`src/rtl/ground_touch_detect.sv`:
```
// Ground-contact detector: registered player/block overlap test, per-block debounce FSM
// clocked by the animation tick, and the free-running ipcnt animation counter.
module ground_touch_detect #(
    parameter int NBLK     = 3,
    parameter int BLK_W    = 64,
    parameter int PLY_W    = 32,
    parameter int PLY_H    = 32,
    parameter int FOOT_TOL = 4,
    parameter int TICK_DIV = 6000000,
    parameter int DEBOUNCE = 3
) (
    input  logic               clk,
    input  logic               rst,
    input  logic               clr,
    input  logic [9:0]         player_x,
    input  logic [9:0]         player_y,
    input  logic [NBLK*10-1:0] blk_x,
    input  logic [NBLK*10-1:0] blk_y,
    output logic [31:0]        ipcnt,
    output logic               tick,
    output logic [NBLK-1:0]    contact,
    output logic               on_ground,
    output logic [NBLK-1:0]    bk_touched,
    output logic [NBLK-1:0]    touch_evt
);

    localparam int          CW        = $clog2(DEBOUNCE + 1);
    localparam logic [31:0] TICK_TERM = 32'(TICK_DIV);
    localparam logic [CW:0] DEB_VAL   = (CW + 1)'(DEBOUNCE);

    typedef enum logic [1:0] {
        ST_IDLE    = 2'd0,
        ST_ARMING  = 2'd1,
        ST_TOUCHED = 2'd2
    } state_t;

    // ------------------------------------------------------------------
    // Animation counter
    // ------------------------------------------------------------------
    logic [31:0] ipcnt_q, ipcnt_d;
    logic        tick_w;

    assign tick_w  = (ipcnt_q == TICK_TERM);
    assign ipcnt_d = tick_w ? 32'd0 : ipcnt_q + 32'd1;

    always_ff @(posedge clk or posedge rst) begin
        if (rst) begin
            ipcnt_q <= 32'd0;
        end else begin
            ipcnt_q <= ipcnt_d;
        end
    end

    assign ipcnt = ipcnt_q;
    assign tick  = tick_w;

    // ------------------------------------------------------------------
    // Geometry stage: 11-bit zero-extended so sums never wrap
    // ------------------------------------------------------------------
    logic [10:0]     foot;
    logic [10:0]     px_left;
    logic [10:0]     px_right;
    logic [NBLK-1:0] contact_d;
    logic [NBLK-1:0] contact_q;

    assign foot     = {1'b0, player_y} + 11'(PLY_H);
    assign px_left  = {1'b0, player_x};
    assign px_right = px_left + 11'(PLY_W);

    generate
        for (genvar gi = 0; gi < NBLK; gi++) begin : g_geom
            logic [10:0] bx;
            logic [10:0] by;
            assign bx = {1'b0, blk_x[10*gi +: 10]};
            assign by = {1'b0, blk_y[10*gi +: 10]};
            // Strict inequalities horizontally: sharing an edge is not standing on it.
            assign contact_d[gi] = (foot >= by) && (foot < by + 11'(FOOT_TOL)) &&
                                   (px_left < bx + 11'(BLK_W)) && (px_right > bx);
        end
    endgenerate

    always_ff @(posedge clk or posedge rst) begin
        if (rst) begin
            contact_q <= '0;
        end else begin
            contact_q <= contact_d;
        end
    end

    assign contact   = contact_q;
    assign on_ground = |contact_q;

    // ------------------------------------------------------------------
    // Per-block debounce FSM, advanced only on animation ticks
    // ------------------------------------------------------------------
    generate
        for (genvar gi = 0; gi < NBLK; gi++) begin : g_blk
            state_t        state_q, state_d;
            logic [CW-1:0] cnt_q, cnt_d;
            logic [CW:0]   cnt_inc;
            logic          touched_q, touched_d;
            logic          evt_q, evt_d;

            assign cnt_inc = {1'b0, cnt_q} + (CW + 1)'(1);

            always_ff @(posedge clk or posedge rst) begin
                if (rst) begin
                    state_q   <= ST_IDLE;
                    cnt_q     <= '0;
                    touched_q <= 1'b0;
                    evt_q     <= 1'b0;
                end else begin
                    state_q   <= state_d;
                    cnt_q     <= cnt_d;
                    touched_q <= touched_d;
                    evt_q     <= evt_d;
                end
            end

            // clr outranks a coincident tick so a restart never inherits a latch.
            always_comb begin
                state_d   = state_q;
                cnt_d     = cnt_q;
                touched_d = touched_q;
                evt_d     = 1'b0;
                if (clr) begin
                    state_d   = ST_IDLE;
                    cnt_d     = '0;
                    touched_d = 1'b0;
                end else if (tick_w) begin
                    unique case (state_q)
                        ST_IDLE: begin
                            if (contact_q[gi]) begin
                                cnt_d = CW'(1);
                                if (DEBOUNCE == 1) begin
                                    state_d   = ST_TOUCHED;
                                    touched_d = 1'b1;
                                    evt_d     = 1'b1;
                                end else begin
                                    state_d = ST_ARMING;
                                end
                            end
                        end
                        ST_ARMING: begin
                            if (contact_q[gi]) begin
                                cnt_d = cnt_inc[CW-1:0];
                                if (cnt_inc == DEB_VAL) begin
                                    state_d   = ST_TOUCHED;
                                    touched_d = 1'b1;
                                    evt_d     = 1'b1;
                                end
                            end else begin
                                cnt_d   = '0;
                                state_d = ST_IDLE;
                            end
                        end
                        ST_TOUCHED: begin
                            state_d = ST_TOUCHED;
                        end
                        default: begin
                            state_d = ST_IDLE;
                            cnt_d   = '0;
                        end
                    endcase
                end
            end

            assign bk_touched[gi] = touched_q;
            assign touch_evt[gi]  = evt_q;
        end
    endgenerate

endmodule

```
`config.mk`:
```
export PLATFORM = sky130hd
export DESIGN_NAME = ground_touch_detect
export DESIGN_NICKNAME = d
export VERILOG_FILES = /design/src/rtl/ground_touch_detect.sv
export SDC_FILE = /design/constraint.sdc
export NUM_CORES = 1
export LEC_CHECK = 0
export ABC_AREA = 0
export CORE_ASPECT_RATIO = 1.5
export CORE_MARGIN = 3
export CORE_UTILIZATION = 35
export CTS_CLUSTER_SIZE = 24
export DETAILED_ROUTE_END_ITERATION = 10
export PLACE_DENSITY = 0.68
export SYNTH_ARGS = -nofsm -noshare
export SYNTH_HDL_FRONTEND = slang
export SYNTH_SLANG_ARGS = --single-unit
```
`constraint.sdc`:
```
create_clock -name clk -period 2.1 [get_ports clk]
set_input_delay 0.21 -clock clk [delete_from_list [all_inputs] [get_ports clk]]
set_output_delay 0.21 -clock clk [all_outputs]
set_load 0.01 [all_outputs]
```
; Yosys cells after proc, flatten, opt, wreduce, memory -nomap -nowiden
; Cells that the tools add are included.
[word_totals]
regBits = 53
output_inout_bits = 43
word_cells = 150
[op_classes]
add_sub_neg = 12
order_cmp = 12
n_eq_ne = 19
n_mux = 61
n_reduce_logical = 32
[ops]
columns = op, count
row1 = two-way mux 2 bit, 24
row2 = one-hot mux 2 bit (3 select lines), 6
row3 = "adder 10 x 3 -> 11 bit, second input constant", 3
row4 = "adder 10 x 7 -> 11 bit, second input constant", 3
row5 = >= comparator 11 x 10 -> 1 bit, 3
row6 = greater-than comparator 11 x 10 -> 1 bit, 3
row7 = less-than comparator 10 x 11 -> 1 bit, 3
row8 = less-than comparator 11 bit, 3
row9 = "adder 32 x 1 -> 32 bit, second input constant", 1
row10 = "== test 32 x 23 -> 1 bit, second input constant", 1
row11 = two-way mux 32 bit, 1
row12 = two-way mux 1 bit, 30
row13 = "adder 10 x 6 -> 11 bit, second input constant", 2
row14 = nonzero test 2 bit, 10
row15 = AND reduction 3 bit, 6
row16 = "inequality test 4 bit, second input constant", 3
row17 = AND reduction 4 bit, 3
row18 = "adder 2 x 1 -> 3 bit, second input constant", 3
row19 = "== test 3 x 2 -> 1 bit, second input constant", 3
row20 = logical AND 1 bit, 9
row21 = "inequality test 3 bit, second input constant", 3
row22 = "== test 2 x 1 -> 1 bit, second input constant", 3
row23 = "== test 2 bit, second input constant", 3
row24 = zero test 2 bit, 3
row25 = 2 further kinds, 4

; Longest topological paths before layout
[logic_depth]
ltp_word = 7
depth_mapped = 10
mapped_depth_nobuf = 10

; Worst setup path before layout
; OpenSTA, ideal clock, no wires.
[synth_timing]
path_type = input port to flip-flop
from = input player_y[5]
to = register contact_q[0], in the netlist contact[0]
setup_time_ns = 0.129
arrival_ns = 1.833
path_slack_ns = 0.138
cell_stages = 8
path_buffers = 0
path_cell_list = ha_1 -> nand3_1 -> xnor2_1 -> ha_1 -> and3_1 -> a2111oi_0 -> o21ai_0 -> nor4bb_1
[synth_via]
elab_chain_len = 5
elab_cells_between_ends = 6
cone_classes = 1 x add/sub / 2 x order compare / 3 x reduce/logical
[synth_rtl]
columns = item, line_no
row1 = start: declaration, 16  ; input logic [9:0] player_y,
row2 = adder 10 x 6 -> 11 bit (*), 66  ; assign foot = {1'b0, player_y} + 11'(PLY_H);
row3 = >= comparator 11 x 10 -> 1 bit or less-than comparator 11 bit (tied branches), 77  ; assign contact_d[gi] = (foot >= by) && (foot < by + 11'(FOOT_TOL)) &&
row4 = logical AND 1 bit (*) (2 in series), 77
row5 = logical AND 1 bit (*), 78  ; (px_left < bx + 11'(BLK_W)) && (px_right > bx);
row6 = net contact_d[0], 63  ; logic [NBLK-1:0] contact_d;
row7 = end signal: assignment, 86  ; contact_q <= contact_d;
row8 = end: declaration, 64  ; logic [NBLK-1:0] contact_q;
; Mark *: on every way through the listed nets, which the timed path passes. The rest lies on a longest branch.
; A chain may end at the register's enable or synchronous reset.

; Worst setup path in the final report
[layout_timing]
from = register ipcnt_q[6], in the netlist ipcnt[6]
to = register g_blk[1].cnt_q[1]
[layout_via]
elab_chain_len = 3
[layout_rtl]
columns = item, line_no
row1 = start: declaration, 40  ; logic [31:0] ipcnt_q, ipcnt_d;
row2 = start signal: assignment, 50  ; ipcnt_q <= ipcnt_d;
row3 = == test 32 x 23 -> 1 bit, 43  ; assign tick_w = (ipcnt_q == TICK_TERM);
row4 = nonzero test 2 bit (no source line), -
row5 = AND reduction 3 bit (no source line), -
row6 = end signal: assignment, 114  ; cnt_q <= cnt_d;
row7 = end: declaration, 99  ; logic [CW-1:0] cnt_q, cnt_d;
; No other way between the ends.

==> metrics list <==
- Counting the fill cells in the layout gives approximately 1400.
- Cell type contributing the most total cell area after synthesis: sky130_fd_sc_hd__ha_1
- Dividing the synthesized area by the synthesized cell count gives between 8 and 9 um^2.
- Number of enable flip-flop cells after synthesis: 0
* Leading cell types by total area after synthesis: sky130_fd_sc_hd__ha_1 (26%), sky130_fd_sc_hd__dfrtp_1 (24%), sky130_fd_sc_hd__xnor2_1 (7.2%)
* CTS Hold Bufs: 0
- Simple-gate portion of the synthesized area: 22.0%
- Count of state elements after synthesis: 53
- DIE WIDTH: 109 um
- Global routing consumed, over all layers together, between 10% and 20% of the routing resources.
* Final Cycle Share: ~96%
- The detailed router placed ~5800 vias in this run.
- Crit-path cells: nor4_2 > nand4_1 > or2_4 > or4_1 > a21oi_1
- Actual slew at the worst max-slew pin: 679 ps
* DRC errors left: 0
- Leakage: between 4 and 5 nW
- TritonCTS Buffers: 5
- Critical path required time: about 2300 ps
* Combined area of all synthesized cells: 5600 um^2
* Number of endpoints failing setup at the final stage: 0
* Most common cell in the netlist: sky130_fd_sc_hd__ha_1
* Clock tree buffer depth: 2
- Post-synthesis mux area share: 0%
* Most used flip-flop cell after synthesis: sky130_fd_sc_hd__dfrtp_1
* CTS sink count: 53
* CP Data Arrival Time: 2220 ps
* Pwr/cell area: 360 nW/um^2
- Path depth of the worst reg2reg path: 5
- Cells with a size suffix above 1 make up 24.1% of the layout.
- Wires add up to between 15000 and 20000 um.
- IR analysis of the VDD net gives a maximum drop of 0.303 mV.
- Along the worst path, the maximum fanout reaches 5.
* Total Nets Final: 1111
- Starting density of the core: 35.7%
- PnR Total Power: 3.10 mW
- The flow ran to the end, and the final reports show no timing, DRC or antenna violations.
- Final weighted congestion of routability-driven global placement: between 0.8 and 0.9
- The number of failing hold endpoints at the final stage was 0.
* Proportion of synthesized chip area in sequential cells: 23.7%
* Clock latency reported for the late side of the worst-skew pair: around 290 ps
- Arithmetic-cell share of the synthesized area counting full adders, half adders and majority gates: 25.7%
- Antenna violations before repair: 0
* Slew Limit Headroom: 54.6%
* Commonest cells in the netlist: sky130_fd_sc_hd__ha_1 (115), sky130_fd_sc_hd__inv_1 (78), sky130_fd_sc_hd__dfrtp_1 (53), sky130_fd_sc_hd__xnor2_1 (46), sky130_fd_sc_hd__a21oi_1 (40)
- The via count of the first global-routing pass is between 5000 and 6000.
- Min-delay worst type: in -> async
- Summing the areas of all xor and xnor instances in the mapped netlist gives 9.07% of the synthesized area.
- Slowest-stage cell, CP: sky130_fd_sc_hd__or4_1
* Longest individual stage delay on the worst path: about 470 ps
* Area added between synthesis and finish: 54.0%
* Count of input and output buffers: 125
* Fraction of post-synthesis cell area in the top cell type by area: about 26%
* Core outline area: 15700 um^2
- Mean number of vias per cell: a little over 5
- The root buffer cell chosen for the clock tree is sky130_fd_sc_hd__clkbuf_16.
- STA classifies the critical path startpoint as a register.
* Synthesized-area fraction occupied by ao, oa, aoi and oai cells: 12.9%
- Clock-pin slew was measured on the worst setup and hold paths at 80 ps.
- Combinational family with the most area after synthesis: adder cells
- The first global-routing pass estimated 27000 um of wire.
- Timing would allow up to 497 MHz.
- On the final layout, the worst hold slack is around 270 ps.
* Worst setup slack for register-to-register paths: roughly 87 ps
- The worst setup path is of the reg -> reg kind.
* Number of max-cap violations: 0
- Yosys printed 0 warnings.
- The repair_antennas step left the layout with diodes totalling 0.
* Post-layout minimum cycle time: just over 2000 ps
- Capture instance of the worst register-to-register path: g_blk[1].cnt_q[1]$_DFFE_PP0P_
- After detailed routing, the average wire length per cell comes to about 15 um.
* Post-route standard cell area excluding fillers: 8620 um^2
- IO Pins: 126
* Detailed placer's ending HPWL: 13700 um
* Largest net degree at the start of global routing: 54
- Number of instances in the synthesized netlist: 654
* Length of the first detailed-routing pass in iterations: 4
* Number of rows in the core area: 56
- Max H-tree Level: 2
* Final Max Tran Viols: 0
- Worst reg2reg path startpoint: ipcnt[6]$_DFF_PP0_
- Number of distinct standard cells referenced by the synthesized netlist: 52
- Fin Clk Skew: 5.49 ps
- First DRT Iteration DRCs: 147
- Final ANT Viol Nets: 0
- For this run the aggregate overflow at the end of global routing stands at 0.
- The floorplan step defined a die boundary enclosing 17600 um^2.
* Placed standard-cell area: 8040 um^2
* Crit end category: register
- The number of nets in the synthesized netlist is 852.
- After synthesis, the share of flip-flops with an asynchronous set or reset is 100%.
* Die H: 161 um
- TritonCTS built the clock tree.
-- state kept, by name (all words and copies together) (netlist names) --
register and cells:
g_blk.cnt_q 6, g_blk.state_q 6, g_blk.evt_q 3, contact 3, g_blk.touched_q 3, ipcnt 32
-- placed cells by master (no fill, tap or decap), types with 4 or more instances in the layout --
master	netlist	routed
sky130_fd_sc_hd__xnor2_2	0	5
sky130_fd_sc_hd__inv_1	78	74
sky130_fd_sc_hd__dlymetal6s2s_1	0	12
sky130_fd_sc_hd__clkbuf_16	0	5
sky130_fd_sc_hd__buf_4	6	140
sky130_fd_sc_hd__nor4_1	10	5
sky130_fd_sc_hd__nor4_2	2	5
sky130_fd_sc_hd__a21oi_2	0	5
sky130_fd_sc_hd__nand2_1	34	34
sky130_fd_sc_hd__xnor2_1	46	40
sky130_fd_sc_hd__o31ai_1	4	4
sky130_fd_sc_hd__o21ai_0	24	19
sky130_fd_sc_hd__inv_2	0	4
sky130_fd_sc_hd__nor2b_1	12	12
sky130_fd_sc_hd__nand3_2	0	4
sky130_fd_sc_hd__xor2_1	12	10
sky130_fd_sc_hd__nor2_1	36	36
sky130_fd_sc_hd__and4_1	7	7
sky130_fd_sc_hd__dfrtp_1	53	53
sky130_fd_sc_hd__a21o_1	11	11
sky130_fd_sc_hd__nor3_1	10	8
sky130_fd_sc_hd__a21oi_1	40	35
sky130_fd_sc_hd__ha_2	0	5
sky130_fd_sc_hd__and3_1	13	10
sky130_fd_sc_hd__clkdlybuf4s50_1	0	96
sky130_fd_sc_hd__nand2b_1	7	7
sky130_fd_sc_hd__ha_1	115	106
sky130_fd_sc_hd__dlygate4sd2_1	0	8
sky130_fd_sc_hd__nand4_1	29	29
sky130_fd_sc_hd__o21ai_1	0	5
sky130_fd_sc_hd__clkbuf_2	1	6
sky130_fd_sc_hd__ha_4	0	4
sky130_fd_sc_hd__nand3_1	37	31
-- layer usage --
metal / vias to the layer above / global-route usage (%) / wire [um]
met5: - / 0 / 0
met4: 0 / 7.77 / 671
met3: 42 / 1.77 / 493
met2: 139 / 37.4 / 9120
met1: 2699 / 19.6 / 6250
li1: 2872 / - / -
-- cell type report --
class / count / area [um^2] / area share, %
Tap cell: 203 / 254 / 2.95
Clock buffer: 5 / 125 / 1.45
Inverter: 78 / 293 / 3.40
Sequential cell: 53 / 1330 / 15.4
Multi-Input combinational cell: 508 / 4280 / 49.6
Timing Repair Buffer: 267 / 2320 / 26.9
Clock inverter: 3 / 26.3 / 0.305
-- critical path, delay by kind of cell, from the launching register on --
family,cells,cell delay [ps]
and+or+nand+nor,4,1310
AOI/OAI and AO/OA,1,150
DFF,1,460
-- power by group --
part	internal (mW)	switching, mW
Sequential	1.02	0.00795
Clock	0.451	0.400
Combinational	0.657	0.563
-- timing repair --
| action | 4_1_cts | 5_1_grt |
|---|---|---|
| cloned | 0 | 0 |
| endpoints found under the setup margin | 4 | 11 |
| pin swaps | 19 | 34 |
| resized for setup | 58 | 63 |
| setup buffers | 2 | 7 |
-- per-stage QoR --
stage	cells	util (%)	worst slack, ps	setup TNS, ps
detailed placement	1100	51.2	-742	-1980
floorplan	654	-	138	0
CTS	1110	53.3	-45.5	-45.5
global placement	1100	51.2	-668	-1850
finish	1117	54.9	87.5	0
global route	1117	54.9	-18.8	-25.5
-- how the worst max path moves through the flow --
stage                                    endpoint  slack (ps)  cells past startpoint          startpoint
floorplan                    contact[0]$_DFF_PP0_         140                      8         player_y[5]
CTS                          contact[2]$_DFF_PP0_         -50                     11           blk_y[22]
finish              g_blk[1].cnt_q[1]$_DFFE_PP0P_          90                      5  ipcnt[6]$_DFF_PP0_
detailed placement           contact[2]$_DFF_PP0_        -740                     11           blk_y[23]
global placement             contact[2]$_DFF_PP0_        -670                     11           blk_y[23]
global route                 contact[1]$_DFF_PP0_         -20                     12           blk_y[15]
-- kinds of logic (layout without fill, tap and decap cells) --
kind of cell / Yosys count / in the layout
fa+ha+maj: 115 / 115
buf+inv: 93 / 353
flops: 53 / 53
simple gates: 221 / 221
xor+xnor: 58 / 58
compound gates: 114 / 114
Note: power is estimated with default switching activity, not from simulation.
